<file path="config.mk">
export PLATFORM = sky130hd
export DESIGN_NAME = mem_stage_flat
export DESIGN_NICKNAME = d
export VERILOG_FILES = /design/src/rtl/cpu_types_pkg.sv /design/src/rtl/mem_stage_if.sv /design/src/rtl/llsc_link_reg.sv /design/src/rtl/mem_stage.sv /design/src/flat_wrapper.sv
export SDC_FILE = /design/constraint.sdc
export NUM_CORES = 1
export LEC_CHECK = 0
export CAP_MARGIN = 20
export CELL_PAD_IN_SITES_DETAIL_PLACEMENT = 1
export CELL_PAD_IN_SITES_GLOBAL_PLACEMENT = 2
export CORE_MARGIN = 4
export CORE_UTILIZATION = 24
export DETAILED_ROUTE_END_ITERATION = 7
export PLACE_DENSITY = 0.91
export SLEW_MARGIN = 20
export SYNTH_ARGS = -nofsm -noshare
export SYNTH_HDL_FRONTEND = slang
export SYNTH_SLANG_ARGS = --single-unit
</file>
<file path="constraint.sdc">
create_clock -name CLK -period 2.5 [get_ports CLK]
set_clock_uncertainty 0.15 [all_clocks]
set_input_delay 0.375 -clock CLK [delete_from_list [all_inputs] [get_ports CLK]]
set_output_delay 0.375 -clock CLK [all_outputs]
set_load 0.005 [all_outputs]
</file>
<file path="src/rtl/cpu_types_pkg.sv">
// cpu_types_pkg: shared word/register types for the pipeline, plus the
// memory-stage access state.
//   word_t     - 32-bit datapath word
//   regbits_t  - 5-bit register index
//   memstate_t - memory-stage access FSM state
package cpu_types_pkg;

  localparam int WORD_W = 32;
  localparam int REG_W  = 5;

  typedef logic [WORD_W-1:0] word_t;
  typedef logic [REG_W-1:0]  regbits_t;

  typedef enum logic [1:0] {
    IDLE = 2'd0,
    WAIT = 2'd1,
    DONE = 2'd2
  } memstate_t;

  localparam regbits_t LINK_REG = 5'd31;

endpackage

</file>
<file path="src/rtl/mem_stage_if.sv">
// mem_stage_if: data-cache request/hit handshake.
//   dmemREN, dmemWEN     - read / write request
//   dmemaddr, dmemstore  - request address, store data
//   dhit                 - access complete
//   dmemload             - load data, valid with dhit
// master = memory stage, slave = data cache.
interface mem_stage_if;

  logic                 dmemREN;
  logic                 dmemWEN;
  cpu_types_pkg::word_t dmemaddr;
  cpu_types_pkg::word_t dmemstore;
  logic                 dhit;
  cpu_types_pkg::word_t dmemload;

  modport master (
    output dmemREN, dmemWEN, dmemaddr, dmemstore,
    input  dhit, dmemload
  );

  modport slave (
    input  dmemREN, dmemWEN, dmemaddr, dmemstore,
    output dhit, dmemload
  );

endinterface

</file>
<file path="src/rtl/llsc_link_reg.sv">
// llsc_link_reg: load-linked reservation (valid + word address).
//   CLK, nRST   - clock, async active-low reset
//   set_link    - record addr as the linked word
//   clr_link    - drop the reservation (wins over set_link)
//   addr        - word address being set or checked
//   link_valid  - reservation held
//   link_hit    - reservation held and addr matches it
module llsc_link_reg (
  input  logic        CLK,
  input  logic        nRST,
  input  logic        set_link,
  input  logic        clr_link,
  input  logic [29:0] addr,
  output logic        link_valid,
  output logic        link_hit
);

  logic [29:0] link_addr;

  always_ff @(posedge CLK or negedge nRST) begin
    if (!nRST) begin
      link_valid <= 1'b0;
      link_addr  <= '0;
    end else if (clr_link) begin
      link_valid <= 1'b0;
    end else if (set_link) begin
      link_valid <= 1'b1;
      link_addr  <= addr;
    end
  end

  assign link_hit = link_valid && (link_addr == addr);

endmodule

</file>
<file path="src/rtl/mem_stage.sv">
// mem_stage: MEM stage of the 5-stage pipeline. Issues the data-cache
// request for the EX/MEM instruction, stalls upstream while it is
// outstanding, buffers load data returning during a freeze, and holds
// the MEM/WB register.
//   CLK, nRST            - clock, async active-low reset
//   pipe_en              - global advance; MEM/WB loads only when high
//   exmem_*/control in   - EX/MEM latch contents (exmem_valid=0 is a bubble)
//   dbus                 - data-cache handshake (mem_stage_if.master)
//   mem_stall            - freeze PC .. EX/MEM
//   memwb_*              - MEM/WB register
//   halt                 - sticky halt, cleared only by reset
// Optional: MEM_LLSC_EN adds is_ll/is_sc/link_inv and an LL/SC link register.
//
// state | meaning
// IDLE  | no access pending; a new memop requests combinationally
// WAIT  | request held, waiting for dhit
// DONE  | access finished while frozen; result parked in ldbuf
module mem_stage
  import cpu_types_pkg::*;
(
  input  logic     CLK,
  input  logic     nRST,
  input  logic     pipe_en,
  input  logic     exmem_valid,
  input  word_t    aluOutport,
  input  word_t    rdat2,
  input  word_t    pcplus4,
  input  regbits_t rt,
  input  regbits_t rd,
  input  logic     MemToReg,
  input  logic     JType,
  input  logic     RegDst,
  input  logic     regWEN,
  input  logic     dMemREN,
  input  logic     dMemWEN,
  input  logic     Halt,
`ifdef MEM_LLSC_EN
  input  logic     is_ll,
  input  logic     is_sc,
  input  logic     link_inv,
`endif
  mem_stage_if.master dbus,
  output logic     mem_stall,
  output logic     memwb_valid,
  output logic     memwb_regWEN,
  output logic     memwb_halt,
  output regbits_t memwb_wsel,
  output word_t    memwb_wdat,
  output logic     halt
);

  memstate_t state, state_nxt;
  word_t     ldbuf;
  word_t     ld_data;
  word_t     wdat_nxt;
  regbits_t  wsel_nxt;
  logic      live;
  logic      memop;
  logic      req;
  logic      active_req;
  logic      load_en;

  // Once halted, everything reaching this stage is treated as a bubble.
  assign live  = exmem_valid && !halt;
  // nRST gating makes the request drop the moment reset asserts.
  assign memop = nRST && live && (dMemREN || dMemWEN);

`ifdef MEM_LLSC_EN
  logic link_valid;
  logic link_hit;
  logic sc_fail;
  logic set_link;
  logic clr_link;

  // A failing SC never reaches the cache.
  assign sc_fail = live && is_sc && !link_hit;
  assign req     = memop && !sc_fail;

  assign set_link = load_en && live && is_ll;
  assign clr_link = link_inv
                 || (load_en && live && is_sc)
                 || (load_en && live && dMemWEN && link_hit);

  llsc_link_reg u_link (
    .CLK       (CLK),
    .nRST      (nRST),
    .set_link  (set_link),
    .clr_link  (clr_link),
    .addr      (aluOutport[31:2]),
    .link_valid(link_valid),
    .link_hit  (link_hit)
  );
`else
  assign req = memop;
`endif

  assign active_req     = req && (state != DONE);
  assign mem_stall      = active_req && !dbus.dhit;
  assign load_en        = pipe_en && !mem_stall;

  assign dbus.dmemREN   = active_req && dMemREN;
  assign dbus.dmemWEN   = active_req && dMemWEN;
  assign dbus.dmemaddr  = nRST ? aluOutport : '0;
  assign dbus.dmemstore = nRST ? rdat2 : '0;

  always_ff @(posedge CLK or negedge nRST) begin
    if (!nRST) begin
      state <= IDLE;
    end else begin
      state <= state_nxt;
    end
  end

  always_comb begin
    state_nxt = state;
    case (state)
      IDLE, WAIT: begin
        if (!active_req) begin
          state_nxt = IDLE;
        end else if (dbus.dhit) begin
          state_nxt = pipe_en ? IDLE : DONE;
        end else begin
          state_nxt = WAIT;
        end
      end
      DONE: begin
        if (pipe_en) begin
          state_nxt = IDLE;
        end
      end
      default: state_nxt = IDLE;
    endcase
  end

  always_ff @(posedge CLK or negedge nRST) begin
    if (!nRST) begin
      ldbuf <= '0;
    end else if (active_req && dbus.dhit && !pipe_en) begin
      ldbuf <= dbus.dmemload;
    end
  end

  assign ld_data = (state == DONE) ? ldbuf : dbus.dmemload;

  always_comb begin
    wsel_nxt = RegDst ? rd : rt;
    wdat_nxt = MemToReg ? ld_data : aluOutport;
    if (JType) begin
      wsel_nxt = LINK_REG;
      wdat_nxt = pcplus4;
    end
`ifdef MEM_LLSC_EN
    else if (is_sc) begin
      wdat_nxt = {31'd0, link_hit};
    end
`endif
  end

  always_ff @(posedge CLK or negedge nRST) begin
    if (!nRST) begin
      memwb_valid  <= 1'b0;
      memwb_regWEN <= 1'b0;
      memwb_halt   <= 1'b0;
      memwb_wsel   <= '0;
      memwb_wdat   <= '0;
      halt         <= 1'b0;
    end else if (load_en) begin
      memwb_valid  <= live;
      memwb_regWEN <= live && regWEN;
      memwb_halt   <= live && Halt;
      memwb_wsel   <= wsel_nxt;
      memwb_wdat   <= wdat_nxt;
      if (live && Halt) begin
        halt <= 1'b1;
      end
    end
  end

endmodule

</file>
<file path="src/flat_wrapper.sv">
// flat-port wrapper written by rule: the top's interface ports become plain ports
module mem_stage_flat import cpu_types_pkg::*;
  (CLK, nRST, pipe_en, exmem_valid, aluOutport, rdat2, pcplus4, rt, rd, MemToReg, JType, RegDst, regWEN, dMemREN, dMemWEN, Halt, mem_stall, memwb_valid, memwb_regWEN, memwb_halt, memwb_wsel, memwb_wdat, halt, dbus_dmemREN, dbus_dmemWEN, dbus_dmemaddr, dbus_dmemstore, dbus_dhit, dbus_dmemload);
  mem_stage_if dbus_i ();
  input  logic CLK;
  input  logic nRST;
  input  logic pipe_en;
  input  logic exmem_valid;
  input  word_t aluOutport;
  input  word_t rdat2;
  input  word_t pcplus4;
  input  regbits_t rt;
  input  regbits_t rd;
  input  logic MemToReg;
  input  logic JType;
  input  logic RegDst;
  input  logic regWEN;
  input  logic dMemREN;
  input  logic dMemWEN;
  input  logic Halt;
  output logic mem_stall;
  output logic memwb_valid;
  output logic memwb_regWEN;
  output logic memwb_halt;
  output regbits_t memwb_wsel;
  output word_t memwb_wdat;
  output logic halt;
  output wire logic [$bits(dbus_i.dmemREN)-1:0] dbus_dmemREN;
  output wire logic [$bits(dbus_i.dmemWEN)-1:0] dbus_dmemWEN;
  output wire logic [$bits(dbus_i.dmemaddr)-1:0] dbus_dmemaddr;
  output wire logic [$bits(dbus_i.dmemstore)-1:0] dbus_dmemstore;
  input wire logic [$bits(dbus_i.dhit)-1:0] dbus_dhit;
  input wire logic [$bits(dbus_i.dmemload)-1:0] dbus_dmemload;
  assign dbus_dmemREN = dbus_i.dmemREN;
  assign dbus_dmemWEN = dbus_i.dmemWEN;
  assign dbus_dmemaddr = dbus_i.dmemaddr;
  assign dbus_dmemstore = dbus_i.dmemstore;
  assign dbus_i.dhit = dbus_dhit;
  assign dbus_i.dmemload = dbus_dmemload;
  mem_stage u_core (.CLK(CLK), .nRST(nRST), .pipe_en(pipe_en), .exmem_valid(exmem_valid), .aluOutport(aluOutport), .rdat2(rdat2), .pcplus4(pcplus4), .rt(rt), .rd(rd), .MemToReg(MemToReg), .JType(JType), .RegDst(RegDst), .regWEN(regWEN), .dMemREN(dMemREN), .dMemWEN(dMemWEN), .Halt(Halt), .dbus(dbus_i), .mem_stall(mem_stall), .memwb_valid(memwb_valid), .memwb_regWEN(memwb_regWEN), .memwb_halt(memwb_halt), .memwb_wsel(memwb_wsel), .memwb_wdat(memwb_wdat), .halt(halt));
endmodule
</file>
After elaboration in Yosys (flattened, before gate mapping) --
Index checks and enable logic that the tools add are counted.
Word-level totals: bits in writable memories 0, bits of input ports 150, word-level logic and storage cells 44, flip-flop bits (word level) 75, latch bits 0, memories 0, ROM bits 0
Cells by class: div/mod/pow operators 0, bitwise logic cells 0, multipliers 0, add/subtract/negate cells 0, shift operators 0, $lt $le $gt $ge 0, reduce and logical (&&, ||, !) cells 20, mux-type cells 12, equality and inequality tests 4
Operator list (number):
- $mux 32 | 5
- $logic_and 1x1->1 | 12
- $mux 5 | 2
- $mux 2 | 4
- $logic_not 1->1 | 4
- $ne 2x2->1 const B | 2
- $pmux 2 s2 | 1
- $eq 2x1->1 const B | 1
- $eq 2x2->1 const B | 1
- $logic_not 2->1 | 1
- $reduce_and 2->1 | 1
- $reduce_or 2->1 | 1
- $logic_or 1x1->1 | 1

Depth between registers and ports, before layout --
Gate-level depths: netlist (run 1).
depth after elaboration 9, depth in mapped cells 6, depth with buffers taken out 3

Worst setup path before layout (run 1) --
OpenSTA, ideal clock, no wires.
path type reg2reg, start point register u_core.state[0], end point register u_core.memwb_valid, path slack 0.814 ns, data arrival time 1.408 ns, cell stages (with the launch flop) 6, cell sequence dfrtp_1 -> nand2b_1 -> buf_6 -> a31oi_2 -> buf_2 -> mux2_1
On the way: cells in the longest elaborated chain, start to end 5
Ends and longest elaborated chain:
- start: declaration | line mem_stage.sv:52 | memstate_t state, state_nxt;
- start signal: assignment | line mem_stage.sv:110 | state <= state_nxt;
- $ne 2x2->1 | line mem_stage.sv:97 | assign active_req = req && (state != DONE);
- $logic_and 1x1->1 | line mem_stage.sv:97
- $logic_and 1x1->1 | line mem_stage.sv:98 | assign mem_stall = active_req && !dbus.dhit;
- $logic_not 1->1 | line mem_stage.sv:99 | assign load_en = pipe_en && !mem_stall;
- $logic_and 1x1->1 | line mem_stage.sv:99
- end signal: assignment | line mem_stage.sv:168 | memwb_valid <= live;
- end: declaration | line mem_stage.sv:44 | output logic memwb_valid,
Every way passes these cells. A chain may end at the register's enable or synchronous reset.

Worst setup path in the final report (run 1) --
start point input exmem_valid, end point output mem_stall
On the way: cells in the longest elaborated chain, start to end 5
Ends and longest elaborated chain:
- start: declaration | line flat_wrapper.sv:8 | input logic exmem_valid;
- $logic_and 1x1->1 | line mem_stage.sv:64 | assign live = exmem_valid && !halt;
- $logic_and 1x1->1 (2 in series) | line mem_stage.sv:66 | assign memop = nRST && live && (dMemREN || dMemWEN);
- $logic_and 1x1->1 | line mem_stage.sv:97
- $logic_and 1x1->1 | line mem_stage.sv:98
- end: declaration | line flat_wrapper.sv:21 | output logic mem_stall;
Every way passes these cells.

==> results of run 1 <==
==> layout by cell type (no fill, tap or decap), drive strengths merged, types with 2 or more instances in the layout <==
| cell | netlist | final |
|---|---|---|
| bufinv | 0 | 2 |
| a211o | 5 | 5 |
| and3 | 3 | 3 |
| o21bai | 32 | 32 |
| and2 | 66 | 66 |
| inv | 36 | 36 |
| a311oi | 32 | 32 |
| and4bb | 2 | 2 |
| nor4bb | 31 | 31 |
| nand2 | 66 | 66 |
| clkbuf | 31 | 12 |
| clkdlybuf4s50 | 0 | 253 |
| dfrtp | 75 | 75 |
| o32a | 32 | 32 |
| mux2 | 38 | 38 |
| buf | 20 | 25 |
| mux2i | 2 | 2 |
| nor2b | 7 | 7 |
==> sequential cells by signal (all words and copies together) (netlist names) <==
| signal | flops |
|---|---|
| u_core.memwb_wsel | 5 |
| u_core.ldbuf | 32 |
| u_core.memwb_wdat | 32 |
| u_core.memwb_regWEN | 1 |
| u_core.memwb_valid | 1 |
| u_core.memwb_halt | 1 |
| u_core.halt | 1 |
| u_core.state | 2 |
==> worst min-delay path by stage <==
stage	startpoint	to	slack, ns	depth (start not counted)
final	nRST	u_core.memwb_wdat[9]	0.008	2
after CTS	nRST	u_core.memwb_wdat[5]	0.02	2
after detailed placement	nRST	u_core.memwb_halt	0.11	1
after global placement	nRST	u_core.memwb_halt	0.11	1
after global routing	nRST	u_core.memwb_wdat[7]	0.04	2
after floorplan	nRST	u_core.halt	-0.07	0
==> power by group through the flow <==
stage               clock [mW]  sequential [mW]  combinational (mW)
global placement             0             1.45               0.982
detailed placement           0             1.46                1.00
CTS                       1.50             1.44                1.01
global route              1.56             1.46                1.08
finish                    1.45             1.44               0.989
floorplan                    0             1.45               0.359
==> worst register-to-register path: stages, from the launching register on <==
cell and delay (ns):
dfrtp_1 0.40, and4bb_1 0.26, buf_4 0.15, a31oi_4 0.42
buf_4 0.33, o32a_1 0.21
==> logic make-up (layout without fill, tap and decap cells) <==
group | Yosys count | count (layout) | synth area share (%)
multiplexers | 40 | 40 | 11.5
AO/OA/AOI/OAI | 105 | 105 | 18.9
buffers and inverters | 87 | 331 | 8.63
flip-flops | 75 | 75 | 38.6
AND/OR/NAND/NOR | 178 | 178 | 22.4
==> timing repair <==
item | in CTS | in global routing
hold endpoints to repair | 2 | 0
setup endpoints to repair | 0 | 1
gates resized for setup | 0 | 1
hold buffers | 1 | 0
buffers inserted | 0 | 0
==> layer usage <==
metal | track usage (%) | part of all wire [%] | up-vias
li1 | - | - | 2229
met1 | 21.5 | 44 | 2287
met2 | 28.4 | 49 | 144
met3 | 4.24 | 6.8 | 12
met4 | 3.89 | 1.0 | 0
met5 | 0 | 0 | -
==> metrics by stage <==
stage	setup WS, ns	hold slack [ns]	total power, mW	area (sq um)	std cells
2_1_floorplan	0.814	-0.0706	1.81	4860	485
3_3_place_gp	0.126	0.113	2.43	7690	977
3_5_place_dp	0.0859	0.114	2.46	7690	977
4_1_cts	0.0985	0.0198	3.95	8030	994
5_1_grt	0.0475	0.0448	4.10	8040	994
6_report	0.131	0.00755	3.88	8040	994
==> area by class of cell <==
type	count	area [sq um]	area share, %
timing repair buffer	279	2790	34.7
multi-input combinational	323	2580	32.1
sequential	75	1880	23.4
tap	265	332	4.13
clock buffer	12	256	3.19
inverter	36	135	1.68
clock inverter	4	72.6	0.903
==> Yosys cell counts <==
library cell and count:
dfrtp_1 75, and2_1 66, nand2_1 66, inv_1 36, a311oi_1 32, o21bai_1 32
o32a_1 32, clkbuf_1 31, nor4bb_1 31, mux2_4 29, buf_2 11, mux2_1 8
nor2b_1 7, buf_6 6, a211o_1 5, buf_8 3, and3_1 2, and4bb_1 2
mux2i_1 2, a31o_2 1, a31oi_2 1, and3_4 1, and4b_1 1, mux2_2 1
nand2b_1 1, o21ai_0 1, o2bb2ai_1 1, or2_1 1
==> load_flow_metrics.sql, run 1 <==
INSERT INTO impl_metrics (metric_group, metric, value, unit) VALUES
('power_and_ir_drop', 'power_density', '483', 'nW/um^2'),
('worst_setup_path', 'timing.critical_path.from', 'exmem_valid', ''),
('yosys', 'yosys_warnings', '0', ''),
('sta', 'worst_pin_slew', '0.462', 'ns'),
('power_and_ir_drop', 'cellInternalPower', '2.94', 'mW'),
('sta', 'total_count_of_max_transition_violations_in_the_final_report', '0', ''),
('power_and_ir_drop', 'power.net_switching', '936', 'uW'),
('route', 'routed_wire_length_per_instance', '18.9', 'microns'),
('yosys', 'synth_sequential_area_ratio', '38.6', '%'),
('sta', 'relSlewSlack', '69.2', '%'),
('worst_setup_path', 'crit_cells', '4', ''),
('yosys', 'yosysTopAreaCell', 'dfrtp_1', ''),
('route', 'detail_route.first_pass.iterations', '4', ''),
('global_route', 'number_of_global_route_vias_before_repair', '5097', ''),
('route', 'wirelength', '18800', 'microns'),
('route', 'detailed_route_drc_error_count', '0', ''),
('worst_setup_path', 'cp-end-kind', 'primary output', ''),
('place', 'io_buffer_count', '257', ''),
('power_and_ir_drop', 'power.share.combinational', '25.5', '%'),
('sta', 'min_period', '2.37', 'ns'),
('sta', 'final.setup.tns', '0', 'ns'),
('sta', 'final_hold_fails', '0', ''),
('sta', 'count_of_final_setup_violators', '0', ''),
('clock_network', 'cts_htree_levels', '3', ''),
('run', 'maxCapViolations', '0', ''),
('floorplan', 'core', '19700', 'sq um'),
('worst_setup_path', 'critical_path_required', '1.98', 'ns'),
('power_and_ir_drop', 'vdd_drop_max', '0.000270', 'V'),
('route', 'detail_route_antenna_nets', '0', ''),
('clock_network', 'cts_buffer_depth', '2', ''),
('yosys', 'syn-instance-count', '485', ''),
('power_and_ir_drop', 'power.switching_fraction', '24.1', '%'),
('global_route', 'grt-ovfl-total', '0', ''),
('clock_network', 'clock_tree_from_tritoncts', 'yes', ''),
('clock_network', 'numCtsBuffers', '9', ''),
('yosys', 'synthTopCellsByArea', 'dfrtp_1 39%, mux2_4 9.0%, and2_1 8.5%, o32a_1 6.6%, nor4bb_1 6.4%', ''),
('worst_setup_path', 'endpoint', 'mem_stall', ''),
('route', 'vias_per_cell', '4.70', ''),
('clock_network', 'clk_root_buffer_cell', 'clkbuf_16', ''),
('worst_setup_path', 'cpLargestDelayFamily', 'buffers and inverters', ''),
('floorplan', 'die-height', '150', 'microns'),
('global_route', 'pin_count_of_the_biggest_net_entering_global_routing', '97', ''),
('sta', 'grt_setup_unrepaired', 'no', ''),
('floorplan', 'pin_count', '258', ''),
('floorplan', 'floorplan.die_area', '22600', 'sq um'),
('clock_network', 'clock_sinks', '75', ''),
('global_route', 'track_usage', '16.8', '%'),
('route', 'vias', '4672', ''),
('worst_setup_path', 'timing.rr.start', 'u_core.halt', ''),
('yosys', 'syn_avg_cell_area', '10.0', 'sq um'),
('global_route', 'grt_pass1_wl', '29600', 'microns'),
('worst_setup_path', 'timing.critical_path.cells', 'clkdlybuf4s50_1, and4bb_1, and3_4, clkdlybuf4s50_1', ''),
('worst_setup_path', 'timing.critical_path.fanout_max', '3', ''),
('run_status', 'status', 'completed', ''),
('power_and_ir_drop', 'clock_power_share', '37.3', '%'),
('yosys', 'synthesis.nets', '635', ''),
('min_path', 'min_path_type', 'in2async', ''),
('worst_setup_path', 'cp-start-kind', 'input port', ''),
('layout', 'layout.core_utilization', '40.8', '%'),
('worst_setup_path', 'timing.critical_path.slowest_stage_cell', 'clkdlybuf4s50_1', ''),
('layout', 'drive_above_1_share', '10.4', '%'),
('yosys', 'netlist.area_leader.share', '38.6', '%'),
('sta', 'max_freq', '422', 'MHz'),
('worst_setup_path', 'path_type_of_the_worst_setup_path', 'in2out', ''),
('clock_network', 'clk_transition_reported_paths', '0.06', 'ns'),
('worst_setup_path', 'crit_top_cell', 'clkdlybuf4s50_1', ''),
('place', 'dpl.hpwl', '13700', 'microns'),
('worst_setup_path', 'timing.rr.end', 'u_core.memwb_wdat[12]', ''),
('yosys', 'synth-seq-cells', '75', ''),
('place', 'gp_congestion', '0.724', ''),
('floorplan', 'number_of_standard_cell_rows_in_the_floorplan', '51', '');
Note: power is estimated with default switching activity, not from simulation.
==> inputs of run 2 (changes only) <==
--- a/config.mk
+++ b/config.mk
@@ -5,13 +5,13 @@
 export SDC_FILE = /design/constraint.sdc
 export NUM_CORES = 1
 export LEC_CHECK = 0
+export ABC_AREA = 1
 export CAP_MARGIN = 20
 export CELL_PAD_IN_SITES_DETAIL_PLACEMENT = 1
 export CELL_PAD_IN_SITES_GLOBAL_PLACEMENT = 2
-export CORE_MARGIN = 4
-export CORE_UTILIZATION = 24
+export CORE_UTILIZATION = 21
 export DETAILED_ROUTE_END_ITERATION = 7
-export PLACE_DENSITY = 0.91
+export PLACE_DENSITY = 0.93
 export SLEW_MARGIN = 20
 export SYNTH_ARGS = -nofsm -noshare
 export SYNTH_HDL_FRONTEND = slang
==> run 2 against run 1 <==
Via count up 18%; utilization down 5.4 points; flip-flop and latch count unchanged; cell area down 0.70%; register-to-register slack worse by 0.02 ns; cell count up 30%; sequential share of layout area up 0.21 points; fmax up 1.3%; clock-buffer cell count unchanged.
==> load_flow_metrics.sql, run 2 <==
INSERT INTO impl_metrics (metric_group, metric, value, unit) VALUES
('yosys', 'synthDistinctLibCells', '21', ''),
('route', 'detailed_route_drc_error_count', '0', ''),
('place', 'dpl.hpwl', '14100', 'microns'),
('yosys', 'synthTopCellsByArea', 'dfrtp_1 39%, nand2_1 21%, inv_1 14%, nand3_1 6.8%, nand4_1 4.3%', ''),
('sta', 'final.setup.tns', '0', 'ns'),
('power_and_ir_drop', 'total_power', '3.41', 'mW'),
('yosys', 'async_flop_share', '100', '%'),
('yosys', 'synth_enable_flop_cells', '0', ''),
('yosys', 'netlist.area_leader.share', '39.0', '%'),
('power_and_ir_drop', 'cellInternalPower', '2.49', 'mW'),
('sta', 'relSlewSlack', '68.6', '%'),
('worst_setup_path', 'timing.critical_path.fanout_max', '3', ''),
('sta', 'total_count_of_max_transition_violations_in_the_final_report', '0', ''),
('layout', 'final_design_area_no_fill', '7980', 'sq um'),
('yosys', 'yosys_warnings', '0', ''),
('sta', 'worst_slack', '0.161', 'ns'),
('yosys', 'post_synth_most_frequent_cells', '271 x nand2_1, 174 x inv_1, 75 x dfrtp_1', ''),
('yosys', 'synthFlopType', 'dfrtp_1', ''),
('worst_setup_path', 'path_depth_of_the_worst_reg2reg_path', '8', ''),
('worst_setup_path', 'timing.reg2reg.setup_slack', '0.50', 'ns'),
('yosys', 'synth-seq-cells', '75', ''),
('clock_network', 'clk_transition_reported_paths', '0.06', 'ns'),
('route', 'violation_count_after_the_first_detailed_route_iteration', '194', ''),
('clock_network', 'numCtsBuffers', '9', ''),
('power_and_ir_drop', 'power.net_switching', '915', 'uW'),
('power_and_ir_drop', 'power.switching_fraction', '26.9', '%'),
('sta', 'grt_setup_unrepaired', 'no', ''),
('layout', 'filler_cell_count', '2803', ''),
('global_route', 'pin_count_of_the_biggest_net_entering_global_routing', '70', ''),
('route', 'vias_per_cell', '4.27', ''),
('clock_network', 'cts_htree_levels', '3', ''),
('floorplan', 'die-height', '153', 'microns'),
('layout', 'drive_above_1_share', '4.58', '%'),
('yosys', 'synthMostInstantiatedCell', 'nand2_1', ''),
('power_and_ir_drop', 'total_leakage_power', '4.10', 'nW'),
('layout', 'area_growth_syn_to_layout', '65.8', '%'),
('clock_network', 'worstSkewPairLatency', '0.34', 'ns'),
('place', 'place_worst_setup_slack', '0.0373', 'ns'),
('worst_setup_path', 'critical_path_required', '1.98', 'ns'),
('sta', 'max_freq', '427', 'MHz'),
('worst_setup_path', 'timing.critical_path.cells', 'clkdlybuf4s50_1, nand2_1, nor2_4, nand2_1, nor2_1, clkdlybuf4s50_1', ''),
('route', 'routed_wire_length_per_instance', '15.1', 'microns'),
('global_route', 'number_of_global_route_vias_before_repair', '5748', ''),
('yosys', 'mappedNetlistArea', '4810', 'sq um'),
('route', 'vias', '5502', ''),
('worst_setup_path', 'timing.critical_path.from', 'exmem_valid', ''),
('worst_setup_path', 'cp-end-kind', 'primary output', ''),
('power_and_ir_drop', 'clock_power_share', '35.3', '%'),
('sta', 'period_share', '93.6', '%'),
('run', 'maxCapViolations', '0', ''),
('place', 'gp_congestion', '0.774', ''),
('worst_setup_path', 'path_type_of_the_worst_setup_path', 'in2out', ''),
('floorplan', 'pin_count', '258', ''),
('route', 'detail_route.first_pass.iterations', '4', ''),
('yosys', 'synth_sequential_area_ratio', '39.0', '%'),
('worst_setup_path', 'crit_arrival', '1.81', 'ns'),
('yosys', 'syn_avg_cell_area', '6.32', 'sq um'),
('global_route', 'grt-ovfl-total', '0', ''),
('place', 'post_dp_cell_area', '7670', 'sq um'),
('sta', 'min_period', '2.34', 'ns'),
('power_and_ir_drop', 'power.share.combinational', '25.8', '%'),
('floorplan', 'number_of_standard_cell_rows_in_the_floorplan', '55', ''),
('yosys', 'syn-instance-count', '762', ''),
('clock_network', 'clk_root_buffer_cell', 'clkbuf_16', ''),
('worst_setup_path', 'timing.rr.start', 'u_core.state[1]', ''),
('floorplan', 'initial_core_util', '21.3', '%'),
('sta', 'worst_pin_slew', '0.470', 'ns'),
('clock_network', 'clock_tree_from_tritoncts', 'yes', ''),
('worst_setup_path', 'cp-start-kind', 'input port', ''),
('route', 'wirelength', '19500', 'microns'),
('yosys', 'yosysTopAreaCell', 'dfrtp_1', ''),
('yosys', 'synthesis.nets', '912', ''),
('clock_network', 'cts_buffer_depth', '2', ''),
('place', 'io_buffer_count', '257', ''),
('layout', 'biggestRegsByFlops', 'u_core.ldbuf: 32 flops, u_core.memwb_wdat: 32 flops, u_core.memwb_wsel: 5 flops', ''),
('layout', 'layout.nets', '1150', ''),
('power_and_ir_drop', 'power_frac_seq', '38.9', '%'),
('worst_setup_path', 'timing.critical_path.slowest_stage_cell', 'clkdlybuf4s50_1', ''),
('layout', 'n_antenna_cell', '0', ''),
('run_status', 'status', 'completed', ''),
('global_route', 'grt_antenna_before_repair', '0', ''),
('min_path', 'min_path_type', 'in2async', ''),
('clock_network', 'clock_sinks', '75', ''),
('layout', 'mostFrequentLayoutCells', '269 x nand2_1, 253 x clkdlybuf4s50_1, 174 x inv_1', ''),
('sta', 'final_hold_fails', '0', ''),
('power_and_ir_drop', 'vdd_drop_max', '0.000227', 'V'),
('power_and_ir_drop', 'power_density', '427', 'nW/um^2'),
('floorplan', 'chipWidth', '153', 'microns'),
('floorplan', 'core', '22600', 'sq um'),
('global_route', 'track_usage', '17.0', '%'),
('sta', 'count_of_final_setup_violators', '0', ''),
('route', 'detail_route_antenna_nets', '0', ''),
('worst_setup_path', 'critical-path-max-stage-delay', '0.52', 'ns'),
('global_route', 'grt_pass1_wl', '31300', 'microns'),
('layout', 'commonest_non_fill_non_tap_cell_in_the_layout', 'nand2_1', ''),
('floorplan', 'floorplan.die_area', '23500', 'sq um');
## run 2: area by class of cell
cell class / count / area (sq um) / share of cell area [%]
clock buffers: 12 / 246 / 3.09
clock inverters: 3 / 15.0 / 0.188
inverters: 175 / 657 / 8.23
multi-input cells: 460 / 2030 / 25.5
flip-flops and latches: 75 / 1880 / 23.6
well taps: 285 / 357 / 4.47
repair buffers: 279 / 2790 / 35.0
## run 2: cell families after synthesis
kind of cell           synth area share (%)
AO/OA/AOI/OAI                          8.29
buffers and inverters                  18.9
flip-flops                             39.0
AND/OR/NAND/NOR                        33.8
## run 2: worst paths after layout
check	end
setup / recovery	dbus_dmemWEN
hold / removal	u_core.ldbuf[4]
setup reg to reg	u_core.memwb_wsel[1]
hold reg to reg	u_core.memwb_wdat[18]
max in group asynchronous	u_core.memwb_wsel[3]
min in group CLK	u_core.memwb_wdat[31]
## run 2: what timing repair did
| item | in CTS | in global routing |
|---|---|---|
| setup endpoints to repair | 0 | 2 |
| buffers inserted | 0 | 2 |
| hold buffers | 2 | 0 |
| resized for setup | 0 | 1 |
| hold endpoints to repair | 41 | 0 |
## run 2: power by group through the flow
stage	sequential (mW)	combinational (mW)	clock, mW
6_report	1.33	0.878	1.20
3_3_place_gp	1.35	0.869	0
5_1_grt	1.33	0.972	1.30
4_1_cts	1.33	0.896	1.26
2_1_floorplan	1.34	0.271	0
3_5_place_dp	1.34	0.885	0
## run 2: through the flow
stage          hold WS (ns)  instances  utilization [%]
2_1_floorplan       -0.0706        762                -
3_3_place_gp          0.274       1270             34.0
3_5_place_dp          0.277       1270             34.0
4_1_cts               0.141       1287             35.3
5_1_grt               0.164       1289             35.3
6_report              0.119       1289             35.3
## run 2: critical path, delay by kind of cell
kind                   cells  cell delay (ns)
buffers and inverters      2             0.97
and+or+nand+nor            4             0.47
## run 2: per-layer routing
metal  vias up  part of all wire, %  track usage, %
met5         -                    0               0
met4         0                  1.4            4.52
met3        18                  5.2            4.14
met2       138                   48            28.9
met1      2577                   45            21.3
li1       2769                    -               -
==> inputs of run 3 (changes only) <==
--- a/config.mk
+++ b/config.mk
@@ -5,13 +5,13 @@
 export SDC_FILE = /design/constraint.sdc
 export NUM_CORES = 1
 export LEC_CHECK = 0
-export ABC_AREA = 1
+export ABC_AREA = 0
 export CAP_MARGIN = 20
 export CELL_PAD_IN_SITES_DETAIL_PLACEMENT = 1
 export CELL_PAD_IN_SITES_GLOBAL_PLACEMENT = 2
-export CORE_UTILIZATION = 21
+export CORE_UTILIZATION = 24
 export DETAILED_ROUTE_END_ITERATION = 7
-export PLACE_DENSITY = 0.93
+export PLACE_DENSITY = 0.91
 export SLEW_MARGIN = 20
 export SYNTH_ARGS = -nofsm -noshare
 export SYNTH_HDL_FRONTEND = slang
==> run 3 against run 2 <==
Die area decreased by 12%; critical path depth decreased by 1; via count decreased by 15%; first-iteration DRC count decreased by 23%; sequential share of layout area decreased by 0.25 points; global-route usage decreased by 0.055 points; fmax decreased by 4.0%; register-to-register slack improved by 0.06 ns; cell area increased by 0.88%; cell count decreased by 23%; flip-flop and latch count unchanged; critical endpoint unchanged.
==> load_flow_metrics.sql, run 3 (synthesis gave the netlist of run 1 again) <==
INSERT INTO impl_metrics (metric_group, metric, value, unit) VALUES
('worst_setup_path', 'crit_arrival', '1.91', 'ns'),
('sta', 'period_share', '97.4', '%'),
('floorplan', 'pin_count', '258', ''),
('layout', 'biggestRegsByFlops', 'u_core.ldbuf: 32 flops, u_core.memwb_wdat: 32 flops, u_core.memwb_wsel: 5 flops', ''),
('route', 'detail_route.first_pass.iterations', '4', ''),
('sta', 'relSlewSlack', '56.7', '%'),
('layout', 'area_growth_syn_to_layout', '65.7', '%'),
('place', 'gp_congestion', '0.785', ''),
('worst_setup_path', 'timing.reg2reg.setup_slack', '0.56', 'ns'),
('global_route', 'pin_count_of_the_biggest_net_entering_global_routing', '97', ''),
('sta', 'final_hold_fails', '0', ''),
('worst_setup_path', 'timing.rr.start', 'u_core.state[0]', ''),
('clock_network', 'cts_buffer_depth', '2', ''),
('global_route', 'number_of_global_route_vias_before_repair', '4818', ''),
('global_route', 'grt-ovfl-total', '0', ''),
('worst_setup_path', 'cp_num_buf_inv', '2', ''),
('floorplan', 'floorplan.die_area', '20800', 'sq um'),
('worst_setup_path', 'timing.rr.end', 'u_core.ldbuf[30]', ''),
('sta', 'worst_pin_slew', '0.649', 'ns'),
('floorplan', 'chipWidth', '144', 'microns'),
('power_and_ir_drop', 'total_power', '3.96', 'mW'),
('sta', 'grt_setup_unrepaired', 'no', ''),
('clock_network', 'hold_buffers', '0', ''),
('layout', 'mostFrequentLayoutCells', '253 x clkdlybuf4s50_1, 75 x dfrtp_1, 66 x and2_1, 66 x nand2_1, 36 x inv_1', ''),
('route', 'vias', '4671', ''),
('power_and_ir_drop', 'power_density', '493', 'nW/um^2'),
('route', 'detail_route_antenna_nets', '0', ''),
('route', 'detailed_route_drc_error_count', '0', ''),
('layout', 'layout.nets', '875', ''),
('clock_network', 'clock_sinks', '75', ''),
('floorplan', 'die-height', '144', 'microns'),
('clock_network', 'numCtsBuffers', '9', ''),
('worst_setup_path', 'cp-start-kind', 'input port', ''),
('worst_setup_path', 'timing.critical_path.fanout_max', '3', ''),
('clock_network', 'cts-resized-gates', '0', ''),
('clock_network', 'cts_post_setup_buffers_inserted', '0', ''),
('sta', 'final.setup.tns', '0', 'ns'),
('power_and_ir_drop', 'vdd_drop_max', '0.000350', 'V'),
('worst_setup_path', 'path_depth_of_the_worst_reg2reg_path', '5', ''),
('min_path', 'min_path_type', 'in2async', ''),
('global_route', 'track_usage', '16.9', '%'),
('clock_network', 'clk_transition_reported_paths', '0.06', 'ns'),
('worst_setup_path', 'timing.critical_path.slowest_stage_cell', 'clkdlybuf4s50_1', ''),
('layout', 'commonest_non_fill_non_tap_cell_in_the_layout', 'clkdlybuf4s50_1', ''),
('sta', 'min_period', '2.44', 'ns'),
('worst_setup_path', 'path_type_of_the_worst_setup_path', 'in2out', ''),
('sta', 'count_of_final_setup_violators', '0', ''),
('clock_network', 'clk_root_buffer_cell', 'clkbuf_16', ''),
('worst_setup_path', 'crit_top_cell', 'clkdlybuf4s50_1', ''),
('route', 'wirelength', '17900', 'microns'),
('floorplan', 'initial_core_util', '24.7', '%'),
('layout', 'drive_above_1_share', '10.7', '%'),
('clock_network', 'worstSkewPairLatency', '0.33', 'ns'),
('clock_network', 'clock_tree_from_tritoncts', 'yes', ''),
('sta', 'max_freq', '410', 'MHz'),
('route', 'violation_count_after_the_first_detailed_route_iteration', '149', ''),
('run', 'maxCapViolations', '0', ''),
('global_route', 'grt_pass1_wl', '26900', 'microns'),
('place', 'io_buffer_count', '257', ''),
('worst_setup_path', 'critical_path_required', '1.98', 'ns'),
('floorplan', 'number_of_standard_cell_rows_in_the_floorplan', '51', ''),
('sta', 'total_count_of_max_transition_violations_in_the_final_report', '0', ''),
('worst_setup_path', 'timing.critical_path.cells', 'clkdlybuf4s50_1, nor2b_1, and2_1, and3_1, clkdlybuf4s50_1', ''),
('place', 'dpl.hpwl', '13100', 'microns'),
('clock_network', 'cts_htree_levels', '3', ''),
('power_and_ir_drop', 'total_leakage_power', '3.35', 'nW'),
('route', 'vias_per_cell', '4.69', ''),
('run_status', 'status', 'completed', ''),
('floorplan', 'core', '19700', 'sq um'),
('global_route', 'grt_antenna_before_repair', '0', ''),
('worst_setup_path', 'critical-path-max-stage-delay', '0.52', 'ns'),
('layout', 'filler_cell_count', '2258', ''),
('worst_setup_path', 'cp-end-kind', 'primary output', ''),
('worst_setup_path', 'cpLargestDelayFamily', 'buffers and inverters', ''),
('route', 'routed_wire_length_per_instance', '18.0', 'microns');
==> run 3: changes by cell type in the layout (fill, tap and decap cells not counted), sizes merged, moves of 33 or more <==
cell	change
nand2	-205
inv	-138
nand4	-33
nand3	-66
mux2	+38
o21ai	-38
and2	+66
==> run 3: worst register-to-register path: stages, from the launching register on <==
cell	delay [ns]
dfrtp_1	0.34
nand2b_2	0.17
buf_4	0.28
and4b_2	0.35
buf_12	0.19
mux2_1	0.34
==> run 3: power breakdown <==
part / internal, mW / total (mW) / switching, mW
Sequential: 1.36 / 1.44 / 0.0812
Combinational: 0.655 / 0.984 / 0.329
Clock: 1.00 / 1.54 / 0.538
==> run 3: per-layer routing <==
metal	routed length [microns]	GRT usage [%]	share of wire, %
met3	1120	3.68	6.2
met1	7990	21.2	45
met4	231	4.16	1.3
met5	0	0	0
met2	8560	29.3	48
==> run 3: how the worst max path moves through the flow <==
stage | start | end | slack (ns) | depth (start not counted)
2_1_floorplan | u_core.state[0] | u_core.memwb_valid | 0.81 | 5
3_3_place_gp | exmem_valid | dbus_dmemWEN | 0.13 | 5
3_5_place_dp | exmem_valid | dbus_dmemWEN | 0.07 | 5
4_1_cts | exmem_valid | dbus_dmemWEN | 0.05 | 5
5_1_grt | exmem_valid | dbus_dmemWEN | 0.01 | 5
6_report | exmem_valid | dbus_dmemWEN | 0.06 | 5
==> run 3: final cells by class <==
| class | instances | area (sq um) | share of cell area (%) |
|---|---|---|---|
| clock buffer | 10 | 239 | 2.97 |
| clock inverter | 6 | 111 | 1.38 |
| multi-input combinational | 323 | 2570 | 32.0 |
| inverter | 36 | 135 | 1.68 |
| timing repair buffer | 280 | 2780 | 34.5 |
| tap | 265 | 332 | 4.12 |
| antenna | 1 | 2.50 | 0.0311 |
| sequential | 75 | 1880 | 23.3 |
==> run 3: through the flow <==
stage / hold slack (ns) / instances / worst slack (ns) / util, % / cell area [sq um]
after floorplan: -0.0706 / 485 / 0.814 / - / 4860
after global placement: 0.319 / 979 / 0.129 / 39.2 / 7700
after detailed placement: 0.329 / 979 / 0.0676 / 39.2 / 7700
after CTS: 0.0310 / 995 / 0.0518 / 40.9 / 8050
after global routing: 0.0545 / 995 / 0.0109 / 40.9 / 8050
final: 0.0411 / 996 / 0.0639 / 41.0 / 8050
